[src/rtl/band_gain_engine_pkg.sv]
// Shared constants, FSM state type and rounding/saturation helper for the
// band gain engine.
package audio_pkg;

  localparam int SAMPLE_W = 24;
  localparam int GAIN_W   = 16;
  localparam int FRAC     = 14;
  localparam int N_BANDS  = 4;

  localparam int ACC_W    = 48;
  localparam int BAND_W   = $clog2(N_BANDS);
  localparam int CNT_W    = $clog2(GAIN_W) + 1;

  // One extra bit over the accumulator so the rounding add can never wrap.
  localparam logic signed [ACC_W:0] RND_HALF = (ACC_W+1)'(1 << (FRAC-1));
  localparam logic signed [ACC_W:0] SAT_MAX  = (ACC_W+1)'((1 << (SAMPLE_W-1)) - 1);
  localparam logic signed [ACC_W:0] SAT_MIN  = ~SAT_MAX;

  typedef enum logic [1:0] {
    IDLE,
    MUL,
    SAT,
    FIN
  } gain_eng_state_t;

  // Round half up, shift out the gain fraction, clamp to audio range and
  // return the value sign-extended to 32 bits.
  function automatic logic [31:0] sat_round(input logic signed [ACC_W-1:0] acc);
    logic signed [ACC_W:0] rnd;
    logic signed [ACC_W:0] q;
    logic        [31:0]    word;
    rnd = $signed({acc[ACC_W-1], acc}) + RND_HALF;
    q   = rnd >>> FRAC;
    if (q > SAT_MAX) begin
      word = SAT_MAX[31:0];
    end else if (q < SAT_MIN) begin
      word = SAT_MIN[31:0];
    end else begin
      word = q[31:0];
    end
    return word;
  endfunction

endpackage

[src/rtl/band_gain_engine_round_sat.sv]
// Combinational round-and-saturate stage: 48-bit product accumulator to a
// sign-extended 32-bit audio word.
module round_sat
  import audio_pkg::*;
(
  input  logic signed [ACC_W-1:0] acc,
  output logic        [31:0]      word
);

  // Rounded and clamped view of the accumulator.
  always_comb begin
    word = sat_round(acc);
  end

endmodule

[src/rtl/band_gain_engine.sv]
// Sequential shift-add gain multiplier shared by the four frequency bands.
// One request per band per frame; the band index advances on every accepted
// request and is cleared by frame_start.
module band_gain_engine
  import audio_pkg::*;
(
  input  logic                CLK,
  input  logic                RESET,
  input  logic                frame_start,
  input  logic                start,
  input  logic [31:0]         sample_feed,
  input  logic [GAIN_W-1:0]   gain_0,
  input  logic [GAIN_W-1:0]   gain_1,
  input  logic [GAIN_W-1:0]   gain_2,
  input  logic [GAIN_W-1:0]   gain_3,
  output logic                idle_signal,
  output logic                fin_signal,
  output logic [31:0]         result,
  output logic [BAND_W-1:0]   band_idx
);

  gain_eng_state_t          state;
  gain_eng_state_t          state_nxt;
  logic [CNT_W-1:0]         iter_cnt;
  logic signed [ACC_W-1:0]  sample_sh;
  logic [GAIN_W-1:0]        gain_sh;
  logic signed [ACC_W-1:0]  acc;
  logic [31:0]              rs_word;
  logic [GAIN_W-1:0]        gains [N_BANDS];
  logic [GAIN_W-1:0]        gain_sel;
  logic                     accept;

  assign gains[0] = gain_0;
  assign gains[1] = gain_1;
  assign gains[2] = gain_2;
  assign gains[3] = gain_3;

  assign accept = (state == IDLE) && start;

  // Gain for the request being accepted; a coincident frame_start means band 0.
  always_comb begin
    gain_sel = gains[band_idx];
    if (frame_start) begin
      gain_sel = gains[0];
    end
  end

  // State register.
  always_ff @(posedge CLK) begin
    if (RESET) begin
      state <= IDLE;
    end else begin
      state <= state_nxt;
    end
  end

  // Next-state and handshake outputs.
  always_comb begin
    state_nxt   = state;
    idle_signal = 1'b0;
    fin_signal  = 1'b0;
    case (state)
      IDLE: begin
        idle_signal = 1'b1;
        if (start) begin
          state_nxt = MUL;
        end
      end
      MUL: begin
        if (iter_cnt == CNT_W'(GAIN_W-1)) begin
          state_nxt = SAT;
        end
      end
      SAT: begin
        state_nxt = FIN;
      end
      FIN: begin
        fin_signal = 1'b1;
        state_nxt  = IDLE;
      end
      default: begin
        state_nxt = IDLE;
      end
    endcase
  end

  // Operand latches and shift-add datapath. Instead of indexing gain bit i and
  // shifting the sample by i, both operands are shifted one place per MUL
  // cycle so only bit 0 of the gain and the running sample are ever used.
  always_ff @(posedge CLK) begin
    if (RESET) begin
      iter_cnt  <= '0;
      sample_sh <= '0;
      gain_sh   <= '0;
      acc       <= '0;
      result    <= '0;
    end else begin
      case (state)
        IDLE: begin
          if (start) begin
            sample_sh <= {{(ACC_W-32){sample_feed[31]}}, sample_feed};
            gain_sh   <= gain_sel;
            acc       <= '0;
            iter_cnt  <= '0;
          end
        end
        MUL: begin
          if (gain_sh[0]) begin
            acc <= acc + sample_sh;
          end
          sample_sh <= sample_sh <<< 1;
          gain_sh   <= gain_sh >> 1;
          iter_cnt  <= iter_cnt + CNT_W'(1);
        end
        SAT: begin
          result <= rs_word;
        end
        default: begin
        end
      endcase
    end
  end

  // Band counter: advances per accepted request, cleared by frame_start.
  always_ff @(posedge CLK) begin
    if (RESET) begin
      band_idx <= '0;
    end else if (frame_start) begin
      band_idx <= accept ? BAND_W'(1) : '0;
    end else if (accept) begin
      band_idx <= (band_idx == BAND_W'(N_BANDS-1)) ? '0 : band_idx + BAND_W'(1);
    end
  end

  round_sat u_round_sat (
    .acc  (acc),
    .word (rs_word)
  );

endmodule
[config.mk]
export PLATFORM = sky130hd
export DESIGN_NAME = band_gain_engine
export DESIGN_NICKNAME = d
export VERILOG_FILES = /design/src/rtl/band_gain_engine_pkg.sv /design/src/rtl/band_gain_engine_round_sat.sv /design/src/rtl/band_gain_engine.sv
export SDC_FILE = /design/constraint.sdc
export NUM_CORES = 1
export LEC_CHECK = 0
export ABC_CLOCK_PERIOD_IN_PS = 3400
export CELL_PAD_IN_SITES_DETAIL_PLACEMENT = 1
export CELL_PAD_IN_SITES_GLOBAL_PLACEMENT = 2
export CORE_MARGIN = 3
export CORE_UTILIZATION = 32
export DETAILED_ROUTE_END_ITERATION = 8
export GPL_TIMING_DRIVEN = 0
export PLACE_DENSITY = 0.79
export SLEW_MARGIN = 20
export SYNTH_ARGS = -nofsm -noshare
export SYNTH_HDL_FRONTEND = slang
export SYNTH_SLANG_ARGS = --single-unit
[constraint.sdc]
create_clock -name CLK -period 3.4 [get_ports CLK]
set_input_delay 0.51 -clock CLK [delete_from_list [all_inputs] [get_ports CLK]]
set_output_delay 0.51 -clock CLK [all_outputs]
set_load 0.02 [all_outputs]
==> metrics <==
HPWL Detailed 27800 um; Max Cap Violations 0; final clock skew 11.8 ps; Initial Util approximately a third; first-pass GRT wire length 56700 um; Detailed Route Iter0 Violations slightly below 500; worst r2r src acc[13]; cts hold-fix bufs 0; via density per instance 5.40; Die ar. ~34000 sq um; WHS Endpoint gain_sh[15]; Cell Area, Synth 10100 sq um; final RePlAce weighted congestion 0.857; status completed; antenna-violating nets left 0; vias in the first global route 10211; area of the multi-input gates 6640 sq um; Reg power frac 30.9%; synth top area cells dfxtp_1 (30%), nor2_1 (7.1%), ha_1 (6.8%), a211oi_1 (4.4%), a21oi_1 (4.2%); Top delay family on crit path compound AO/OA/AOI/OAI gates; crit-path max cell delay around 500 ps; antenna fix cells 0; unique cell type count in the Yosys netlist 70; Clock Sinks 153; critical path required time 3730 ps; arrival time at the worst endpoint around 3500 ps; commonest non-fill, non-tap cell in the layout nor2_1; clock transition at the registers of the reported paths 70 ps; CTS tree built; Ports between 100 and 150; total wire length 35200 um; Post-synth EDFFs 0; setup TNS 0 ps; worst r2r dst acc[42]; leading area contributor after synthesis dfxtp_1; min cycle time layout 3190 ps; Wirelength per Cell ~19 um; TritonCTS Buffers 17; CP Capture Type flip-flop; Pre-antenna DRT Iters 5; H-tree depth 4; clk_lat worst skew 440 ps; actual slew at the worst max-slew pin 870 ps; CP cell instances ha_1 > a211oi_1 > o21bai_1 > o2111ai_1 > nand3_1 > and3_1 > o31ai_2 > a21boi_1 > or3_1 > a32o_1; FF+latch area 3060 sq um; relative slew slack 42.0%; #FFs+latches synth 153; Total GRT Usage 21.2%; area grow syn2layout 25.0%; gr ovfl total 0; PortBufs approximately 130; share of cells above drive strength 1 6.60%; most frequent cells in the layout nor2_1 (189), dfxtp_1 (153), clkdlybuf4s50_1 (134); Die Span Y 183 um; Max Clock Freq 313 MHz; static leakage 4.70 nW; Final Hold Viols 0; antenna violations before repair 0; Mean Syn Cell Area a little under 8 sq um; CP Buf/Inv Count 0; Rows 64; CP startpoint kind flip-flop; post-layout util 40.9%; nets@finish between 1500 and 2000; # setup viols final 0; largest net degree at the start of global routing 17; Die W 183 um; Fin Hold WS approximately 470 ps; Clock Tree Buf Depth 2; R2R setup slack a little over 200 ps; fill count 3740; Post CTS Setup Buffer Count 0; unrepaired setup endpoints after global routing no; Ys Warns 0; Core Box Area ~31000 sq um; fin. max-slew vios 0; Top FF cell, synth dfxtp_1; post-synth top area share 30.4%; Int Pwr approximately 5.1 mW; Max VDD drop 549 uV; CTS Root Cell clkbuf_16; register area share after synthesis 30.4%; Crit-path slowest cell dfxtp_1; worst-case reg-to-reg path depth 10; Clock power frac 22.2%; CP Class reg -> reg; routed via count 9909; syn nets 1431; Post-Syn Instances 1275; Hold Crit Class reg -> reg; switching share of power between 40% and 50%; CP max FO 5; Final period util a little over nine tenths; hold path cells 2; drt drc 0; Sw Pwr 3.94 mW; hold_sp gain_sh[15]; combinational group share of total power 46.8%; asr flop ratio synth 0%; Pwr Density 721 nW/um^2
==> logic make-up (layout without fill, tap and decap cells) <==
| kind of cell | Yosys count | in the layout | share of synthesized area, % |
|---|---|---|---|
| AO/OA/AOI/OAI | 380 | 380 | 26.6 |
| buffers and inverters | 110 | 275 | 4.49 |
| adder cells (fa/ha/maj) | 56 | 56 | 7.03 |
| XOR/XNOR | 58 | 58 | 5.04 |
| multiplexers | 51 | 51 | 5.25 |
| AND/OR/NAND/NOR | 467 | 467 | 21.2 |
| flip-flops | 153 | 153 | 30.4 |
==> per-stage QoR <==
stage | setup slack [ps] | std cells | area, sq um | power (mW)
after floorplan | 669 | 1275 | 10100 | 5.55
after global placement | -179 | 1805 | 11900 | 6.99
after detailed placement | -210 | 1805 | 11900 | 7.08
after CTS | 4.80 | 1836 | 12600 | 9.16
after global routing | 3.37 | 1836 | 12600 | 9.77
final | 207 | 1836 | 12600 | 9.09
==> cells in the mapped netlist (7+ instances only) <==
| library cell | n |
|---|---|
| nand2b_1 | 19 |
| nor2_1 | 191 |
| mux2i_1 | 36 |
| o21ai_0 | 51 |
| a211oi_2 | 20 |
| o211ai_1 | 23 |
| nor3_1 | 28 |
| mux2_2 | 15 |
| a22oi_1 | 20 |
| xnor2_1 | 36 |
| a211oi_1 | 59 |
| or3_1 | 12 |
| a31oi_1 | 12 |
| o21bai_1 | 14 |
| nand2_1 | 104 |
| a21o_1 | 23 |
| ha_1 | 55 |
| clkbuf_1 | 68 |
| a221oi_1 | 14 |
| o31ai_1 | 7 |
| nand4_1 | 15 |
| nor2b_1 | 19 |
| a21oi_1 | 84 |
| inv_1 | 30 |
| nand3_1 | 34 |
| and3_1 | 16 |
| xor2_1 | 22 |
| dfxtp_1 | 153 |
==> worst min-delay path, cell delays in order, from the launching register on <==
cell,delay (ps)
dfxtp_1,310
nand2_1,60
a21oi_1,60
==> routing by layer <==
layer,vias to the layer above,part of all wire [%],GRT usage [%]
met2,128,47,35.6
met3,28,2.2,2.51
li1,4955,-,-
met5,-,0,0
met4,0,1.7,5.39
met1,4798,49,29.0
==> area by class of cell <==
| cell class | instances | share of cell area, % |
|---|---|---|
| buffer | 80 | 2.70 |
| clock inverter | 11 | 1.16 |
| multi-input combinational | 1012 | 52.7 |
| tap | 396 | 3.93 |
| sequential | 153 | 24.3 |
| timing repair buffer | 134 | 10.6 |
| clock buffer | 20 | 3.70 |
| inverter | 30 | 0.893 |
==> state kept, by name, summed over array words and instances (netlist names) <==
signal	flops
acc	48
sample_sh	48
result	32
gain_sh	16
iter_cnt	5
band_idx	2
state	2
==> worst max path at each step <==
stage | slack [ps] | startpoint | to | cells after the start
6_report | 210 | acc[13] | acc[42] | 10
4_1_cts | 5 | state[0] | acc[41] | 9
2_1_floorplan | 670 | sample_sh[0] | acc[26] | 12
3_3_place_gp | -180 | acc[13] | result[20] | 11
5_1_grt | 3 | acc[15] | result[13] | 10
3_5_place_dp | -210 | acc[13] | result[21] | 11
==> power groups by stage <==
| stage | Sequential, mW | Clock, mW | Combinational (mW) |
|---|---|---|---|
| 4_1_cts | 2.81 | 2.08 | 4.28 |
| 2_1_floorplan | 2.79 | 0 | 2.76 |
| 5_1_grt | 2.88 | 2.14 | 4.74 |
| 6_report | 2.81 | 2.02 | 4.26 |
| 3_5_place_dp | 2.85 | 0 | 4.24 |
| 3_3_place_gp | 2.83 | 0 | 4.16 |
==> repair_timing <==
action                     in CTS  in global routing
pin swaps                       0                  1
gates resized for setup         5                 14
setup endpoints to repair      26                 33
(Power assumes the default switching activity.)
